### src/rtl/pulse_train_gen_if.sv
// Bundles the control and status lines of the pulse-train transmitter.
// master drives the request side; slave is the transmitter itself.
interface pulse_train_gen_if #(
  parameter int unsigned CntW = 8
) ();
  logic            nul;
  logic            start;
  logic [CntW-1:0] count_in;
  logic            signal_out;
  logic            busy;
  logic            done;
  logic [CntW-1:0] pulses_sent;

  modport master (
    output nul,
    output start,
    output count_in,
    input  signal_out,
    input  busy,
    input  done,
    input  pulses_sent
  );

  modport slave (
    input  nul,
    input  start,
    input  count_in,
    output signal_out,
    output busy,
    output done,
    output pulses_sent
  );
endinterface

### src/rtl/pulse_train_gen.sv
// Falling-edge pulse-count link transmitter: emits N low-going pulses of fixed
// low/high width on a registered line, reporting busy, done and pulses issued.
module pulse_train_gen #(
  parameter int unsigned CntW       = 8,
  parameter int unsigned LowCycles  = 4,
  parameter int unsigned HighCycles = 4
) (
  input  logic               clk_i,
  input  logic               rst_ni,
  pulse_train_gen_if.slave   bus_io
);

  localparam int unsigned MaxPhase = (LowCycles > HighCycles) ? LowCycles : HighCycles;
  localparam int unsigned TimerW   = (MaxPhase > 1) ? $clog2(MaxPhase) : 1;
  localparam logic [TimerW-1:0] LowLast  = TimerW'(LowCycles - 1);
  localparam logic [TimerW-1:0] HighLast = TimerW'(HighCycles - 1);

  // Receiver runs a 3-FF synchroniser; shorter phases would be missed.
  if (LowCycles < 2 || HighCycles < 2) begin : gen_param_check
    $error("pulse_train_gen: LowCycles and HighCycles must both be >= 2");
  end

  typedef enum logic [1:0] {
    StIdle,
    StLow,
    StHigh
  } state_e;

  state_e            state_q, state_d;
  logic [TimerW-1:0] timer_q, timer_d;
  logic [CntW-1:0]   remaining_q, remaining_d;
  logic [CntW-1:0]   sent_q, sent_d;
  logic              signal_q, signal_d;
  logic              busy_q, busy_d;
  logic              done_q, done_d;

  always_ff @(posedge clk_i) begin
    if (!rst_ni) begin
      state_q     <= StIdle;
      timer_q     <= '0;
      remaining_q <= '0;
      sent_q      <= '0;
      signal_q    <= 1'b1;
      busy_q      <= 1'b0;
      done_q      <= 1'b0;
    end else begin
      state_q     <= state_d;
      timer_q     <= timer_d;
      remaining_q <= remaining_d;
      sent_q      <= sent_d;
      signal_q    <= signal_d;
      busy_q      <= busy_d;
      done_q      <= done_d;
    end
  end

  always_comb begin
    state_d     = state_q;
    timer_d     = timer_q;
    remaining_d = remaining_q;
    sent_d      = sent_q;
    signal_d    = signal_q;
    busy_d      = busy_q;
    done_d      = 1'b0;

    if (!bus_io.nul) begin
      // Abort wins over everything but reset; a coincident start is dropped.
      state_d     = StIdle;
      timer_d     = '0;
      remaining_d = '0;
      sent_d      = '0;
      signal_d    = 1'b1;
      busy_d      = 1'b0;
    end else begin
      unique case (state_q)
        StIdle: begin
          if (bus_io.start) begin
            sent_d  = '0;
            timer_d = '0;
            if (bus_io.count_in != '0) begin
              state_d     = StLow;
              remaining_d = bus_io.count_in;
              signal_d    = 1'b0;
              busy_d      = 1'b1;
              sent_d      = CntW'(1);
            end else begin
              done_d = 1'b1;
            end
          end
        end

        StLow: begin
          if (timer_q == LowLast) begin
            state_d  = StHigh;
            timer_d  = '0;
            signal_d = 1'b1;
          end else begin
            timer_d = timer_q + TimerW'(1);
          end
        end

        StHigh: begin
          if (timer_q == HighLast) begin
            timer_d = '0;
            if (remaining_q > CntW'(1)) begin
              state_d     = StLow;
              remaining_d = remaining_q - CntW'(1);
              signal_d    = 1'b0;
              sent_d      = sent_q + CntW'(1);
            end else begin
              state_d = StIdle;
              busy_d  = 1'b0;
              done_d  = 1'b1;
            end
          end else begin
            timer_d = timer_q + TimerW'(1);
          end
        end

        default: begin
          state_d  = StIdle;
          timer_d  = '0;
          signal_d = 1'b1;
          busy_d   = 1'b0;
        end
      endcase
    end
  end

  assign bus_io.signal_out  = signal_q;
  assign bus_io.busy        = busy_q;
  assign bus_io.done        = done_q;
  assign bus_io.pulses_sent = sent_q;

endmodule

### src/flat_wrapper.sv
// flat-port wrapper written by rule: the top's interface ports become plain ports
module pulse_train_gen_flat 
#(
  parameter int unsigned CntW       = 8,
  parameter int unsigned LowCycles  = 4,
  parameter int unsigned HighCycles = 4
)
  (clk_i, rst_ni, bus_io_nul, bus_io_start, bus_io_count_in, bus_io_signal_out, bus_io_busy, bus_io_done, bus_io_pulses_sent);
  pulse_train_gen_if #(.CntW(CntW)) bus_io_i ();
  input  logic clk_i;
  input  logic rst_ni;
  input wire logic [$bits(bus_io_i.nul)-1:0] bus_io_nul;
  input wire logic [$bits(bus_io_i.start)-1:0] bus_io_start;
  input wire logic [$bits(bus_io_i.count_in)-1:0] bus_io_count_in;
  output wire logic [$bits(bus_io_i.signal_out)-1:0] bus_io_signal_out;
  output wire logic [$bits(bus_io_i.busy)-1:0] bus_io_busy;
  output wire logic [$bits(bus_io_i.done)-1:0] bus_io_done;
  output wire logic [$bits(bus_io_i.pulses_sent)-1:0] bus_io_pulses_sent;
  assign bus_io_i.nul = bus_io_nul;
  assign bus_io_i.start = bus_io_start;
  assign bus_io_i.count_in = bus_io_count_in;
  assign bus_io_signal_out = bus_io_i.signal_out;
  assign bus_io_busy = bus_io_i.busy;
  assign bus_io_done = bus_io_i.done;
  assign bus_io_pulses_sent = bus_io_i.pulses_sent;
  pulse_train_gen #(.CntW(CntW), .LowCycles(LowCycles), .HighCycles(HighCycles)) u_core (.clk_i(clk_i), .rst_ni(rst_ni), .bus_io(bus_io_i));
endmodule
### config.mk
export PLATFORM = sky130hd
export DESIGN_NAME = pulse_train_gen_flat
export DESIGN_NICKNAME = d
export VERILOG_FILES = /design/src/rtl/pulse_train_gen_if.sv /design/src/rtl/pulse_train_gen.sv /design/src/flat_wrapper.sv
export SDC_FILE = /design/constraint.sdc
export NUM_CORES = 1
export LEC_CHECK = 0
export CAP_MARGIN = 25
export CORE_MARGIN = 2
export CORE_UTILIZATION = 47
export CTS_CLUSTER_DIAMETER = 120
export DETAILED_ROUTE_END_ITERATION = 16
export PLACE_DENSITY = 0.82
export SLEW_MARGIN = 20
export SYNTH_ARGS = -nofsm -noshare
export SYNTH_HDL_FRONTEND = slang
export SYNTH_SLANG_ARGS = --single-unit
### constraint.sdc
create_clock -name clk_i -period 1.9 [get_ports clk_i]
set_input_delay 0.57 -clock clk_i [delete_from_list [all_inputs] [get_ports clk_i]]
set_output_delay 0.57 -clock clk_i [all_outputs]
set_load 0.1 [all_outputs]
; After elaboration in Yosys (flattened, before gate mapping)
; Index checks and enable logic that the tools add are counted.
[word_totals]
elab_cells = 66
regBits = 23
in_bits = 12
out_inout_bits = 11
[op_classes]
muxes = 35
bitwise = 1
add_sub_neg = 3
n_lt_le_gt_ge = 1
n_eq_ne = 9
reduce_logical = 10
[op_table]
columns = op, n
row1 = $mux 8, 7
row2 = $pmux 8 s2, 2
row3 = $mux 1, 15
row4 = $reduce_and 5->1, 3
row5 = $mux 2, 6
row6 = $add 8x1->8 const B, 1
row7 = $gt 8x1->1 const B, 1
row8 = $ne 2x1->1 const B, 4
row9 = $reduce_and 4->1, 2
row10 = $reduce_bool 8->1, 1
row11 = $sub 8x1->8 const B, 1
row12 = $pmux 1 s3, 2
row13 = $pmux 2 s3, 1
row14 = $eq 2x2->1 const B, 2
row15 = $ne 2x2->1 const B, 2
row16 = $pmux 2 s2, 1
row17 = $add 2x1->2 const B, 1
row18 = $eq 2x1->1 const B, 1
row19 = $logic_not 2->1, 1
row20 = $pmux 1 s2, 1
row21 = $reduce_and 2->1, 1
row22 = $reduce_bool 2->1, 1
row23 = $reduce_or 2->1, 1
row24 = $not 1->1, 1

; Logic depth before layout (Yosys ltp)
; Gate-level depths: netlist of the first run.
[logic_depth]
depth_word = 4
ltp_mapped = 9
ltp_nobuf = 7

; Worst setup path after synthesis of the first run
; Ideal clock, no wire load.
[synth_path]
path_kind = register -> register
from = register u_core.sent_q[0] (netlist: u_core.bus_io.pulses_sent[0])
to = register u_core.sent_q[7] (netlist: u_core.bus_io.pulses_sent[7])
stages_incl_launch_ff = 5
t_arrival_ps = 1952
period_less_slack_ps = 2023
path_slack_ps = -123
cell_sequence = dfxtp_1 > and4_1 > nand4_2 > or3_1 > a21oi_1
[synth_between]
elab_chain_cells = 4
[synth_lines]
columns = item, line_no
row1 = from (decl), pulse_train_gen.sv:32  ; logic [CntW-1:0] sent_q, sent_d;
row2 = from (signal assigned), pulse_train_gen.sv:50  ; sent_q <= sent_d;
row3 = $add 8x1->8, pulse_train_gen.sv:109  ; sent_d = sent_q + CntW'(1);
row4 = $mux 8, pulse_train_gen.sv:105  ; if (remaining_q > CntW'(1)) begin
row5 = $mux 8, pulse_train_gen.sv:103  ; if (timer_q == HighLast) begin
row6 = $pmux 8 s2, pulse_train_gen.sv:75  ; unique case (state_q)
; Every way passes these cells. The select of a mux whose other input is x is not followed.
; A chain may end at the register's enable or synchronous reset.

; Worst setup path after layout of the first run
[layout_path]
from = register u_core.state_q[0]
to = register u_core.sent_q[7] (netlist: u_core.bus_io.pulses_sent[7])
[layout_between]
elab_chain_cells = 3
[layout_lines]
columns = item, line_no
row1 = from (decl), pulse_train_gen.sv:29  ; state_e state_q, state_d;
row2 = from (signal assigned), pulse_train_gen.sv:39  ; state_q <= StIdle;
row3 = from (signal assigned), pulse_train_gen.sv:47  ; state_q <= state_d;
row4 = $eq 2x2->1 / $logic_not 2->1 (equally long branches), pulse_train_gen.sv:75
row5 = "$ne 2x1->1 (no source line), or another cell as far along", n/a
row6 = $reduce_and 4->1 (no source line), n/a
; Parallel ways exist; a longest one is shown, timed or not.

==> results of run 1 <==
==> final cells by class <==
type                    count  share of cell area, %
repair buffers             47                   27.2
flip-flops and latches     23                   23.3
well taps                  31                   1.93
multi-input cells         131                   44.8
inverters                   8                   1.50
clock buffers               4                   1.31
==> layer usage <==
layer | vias up | track usage, %
met3 | 7 | 3.13
met2 | 35 | 39.9
met5 | - | 0
met1 | 679 | 26.8
met4 | 0 | 11.3
li1 | 696 | -
==> cell usage after synthesis (2+ instances only) <==
library cell  number
dfxtp_1           23
nor2_1            19
a21oi_1           18
nand2_1           18
ha_1               8
inv_1              8
xor2_1             6
nand3_1            5
o32ai_1            5
nor2b_1            4
o21ai_0            4
or3_1              4
mux2i_1            3
nand2b_1           3
nor4_1             3
a211o_1            2
a31oi_1            2
and3_1             2
and4_1             2
buf_1              2
clkbuf_1           2
nand4_1            2
nor3_1             2
o22ai_1            2
o31ai_1            2
==> state kept, by name, summed over array words and instances (netlist names) <==
name / flops
u_core.timer_q: 2
u_core.bus_io.pulses_sent: 8
u_core.bus_io.busy: 1
u_core.state_q: 2
u_core.bus_io.done: 1
u_core.bus_io.signal_out: 1
u_core.remaining_q: 8
==> power breakdown <==
part	switching, W	internal [W]	leakage (nW)
combinational	0.000146	0.000127	0.641
sequential	0.0000152	0.000495	0.190
clock	0.000149	0.0000822	0.0150
==> final timing paths <==
path,start,to,slack (ps),depth (start not counted)
max,u_core.state_q[0],u_core.bus_io.pulses_sent[7],90,8
min,u_core.remaining_q[1],u_core.remaining_q[1],500,2
max reg2reg,u_core.state_q[0],u_core.bus_io.pulses_sent[7],90,8
min reg2reg,u_core.remaining_q[1],u_core.remaining_q[1],500,2
==> tightest hold or removal path: stages, from the launching register on <==
cell	delay, ps
dfxtp_1	360
nand2_1	60
a21oi_1	50
==> cells by family (layout without fill, tap and decap cells) <==
| logic type | count (synthesis) | in the layout | synth area share, % |
|---|---|---|---|
| xor gates and xnor gates | 6 | 6 | 3.83 |
| AOI/OAI and AO/OA | 42 | 42 | 20.1 |
| adders and majority gates | 8 | 8 | 7.29 |
| and+or+nand+nor | 72 | 72 | 28.4 |
| buffers and inverters | 14 | 59 | 4.65 |
| DFF | 23 | 23 | 33.5 |
| muxes | 3 | 3 | 2.19 |
==> timing repair <==
item,CTS,global route
pin swaps,3,4
hold buffers,0,0
endpoints found under the setup margin,13,16
resized for setup,12,10
setup buffers,0,3
==> metrics by stage <==
step	total power, W	setup TNS, ps	cells
2_1_floorplan	0.000661	0	168
3_3_place_gp	0.000761	-4790	237
3_5_place_dp	0.000772	-5840	237
4_1_cts	0.00100	-13.8	241
5_1_grt	0.00106	0	244
6_report	0.00102	0	244
==> results.cfg, run 1 <==
[yosys]
syn_area_mm2 = 0.00137
synth_nets = 188
ys_ff_latch = 23
synth_top_area_share_pct = 33.5
synthTopCellsByArea = dfxtp_1 34%, ha_1 7.3%, a21oi_1 6.6%
avgSynthCellArea_um2 = 8.17
synth_edf_count = 0
yosys_warnings = 0
ys_seq_area_share_pct = 33.5
yosysTopAreaCell = dfxtp_1
synthFlopType = dfxtp_1
synth_cells = 168
synth.distinct_cells = 42
async_reset_ff_share_pct = 0

[worst_setup_path]
cp_data_required_time_ps = 2160
slowest_delay_ps = 390
cp_num_buf_inv = 2
arrival_ps = 2070
end_kind = register
cp_top_family = simple AND/OR/NAND/NOR gates
worst_setup_path_start_kind = register
crit_type = register to register
crit_path_max_fanout = 5
crit_chain = inv_2 -> ha_2 -> nor2b_2 -> nor3_4 -> buf_12 -> nand4_2 -> or3_1 -> a21oi_1
slowest_stage = dfxtp_1

[clock_tree]
ctsRootBufferMaster = clkbuf_4
cts_tree = done
numCtsBuffers = 3
cts_max_level = 1
cts_buffer_depth = 2
clock_sinks = 23
clkLatencyLatePin_ps = 310
path_clk_slew_ps = 130

[detailed_routing]
drt-met1-wl_um = 1500
drt-initial-drc-count = 74
drc = 0
top_layer = met4
wl_met3_um = 145
wl_per_cell_um = 14.5
vias_per_cell = 5.81
met2_length_um = 1820
ant_nets = 0
dr.pass1.iters = 4
dr_total_vias = 1417
wl_um = 3530

[sta]
min_period_ps = 1810
max_slew_margin_pct = 72.5
fin_crit_sh_pct = 95.4
fmax_ghz = 0.552
rsz0062_at_grt = false
maxSlewViolCount = 0
hold_viol = 0
fin_skew_ps = 3.07
whs_ps = 502
finalSetupViolations = 0
worst_pin_slew_ps = 409
setup_slack_ps = 86.8

[min_path]
holdCritPathClass = register to register

[layout]
n_antenna_cell = 0
final_common_cell = buf_4
stdcell_area_mm2 = 0.00201
syn2layout_area_growth_pct = 46.2
multi_input_area_um2 = 898
register_area_um2 = 468
fin_nets = 234
post-route-util_pct = 72.8
drive_gt1_share_pct = 27.7
final_cell_mix = 22 x buf_4, 19 x nor2_1, 17 x nand2_1, 17 x a21oi_1, 17 x dfxtp_1
nFillCells = 197

[place]
dpl-instance-area_mm2 = 0.00188
place_hpwl_um = 2620
gp_congestion = 0.939
io_buffers = 22
pre_cts_slack_ps = -431

[outcome]
status = complete, no violations

[floorplanning]
start_util_pct = 49.8
dieArea_mm2 = 0.00337
coreArea_mm2 = 0.00276
io_pins = 23
die_y_um = 58.0
rows = 19
die_w_um = 58.0

[global_routing]
grt_pass1_wl_um = 6020
antenna_found_initial = 0
grt_util_all_layers_pct = 22.7
grt_pass1_vias = 1453
gr-total-overflow = 0
grt_max_degree = 25

[pwr]
power.density_mw_per_mm2 = 506
ir_worst_vdd_mv = 0.434
leakage_nw = 0.845

[job]
cap_violations = 0
Power figures use the tool's default switching activity.
==> run 2: changes to the inputs <==
Settings changed: SLEW_MARGIN 20 to unset.
==> results of run 2 <==
No change in the layout: final DEF, timing and power equal those of run 1.
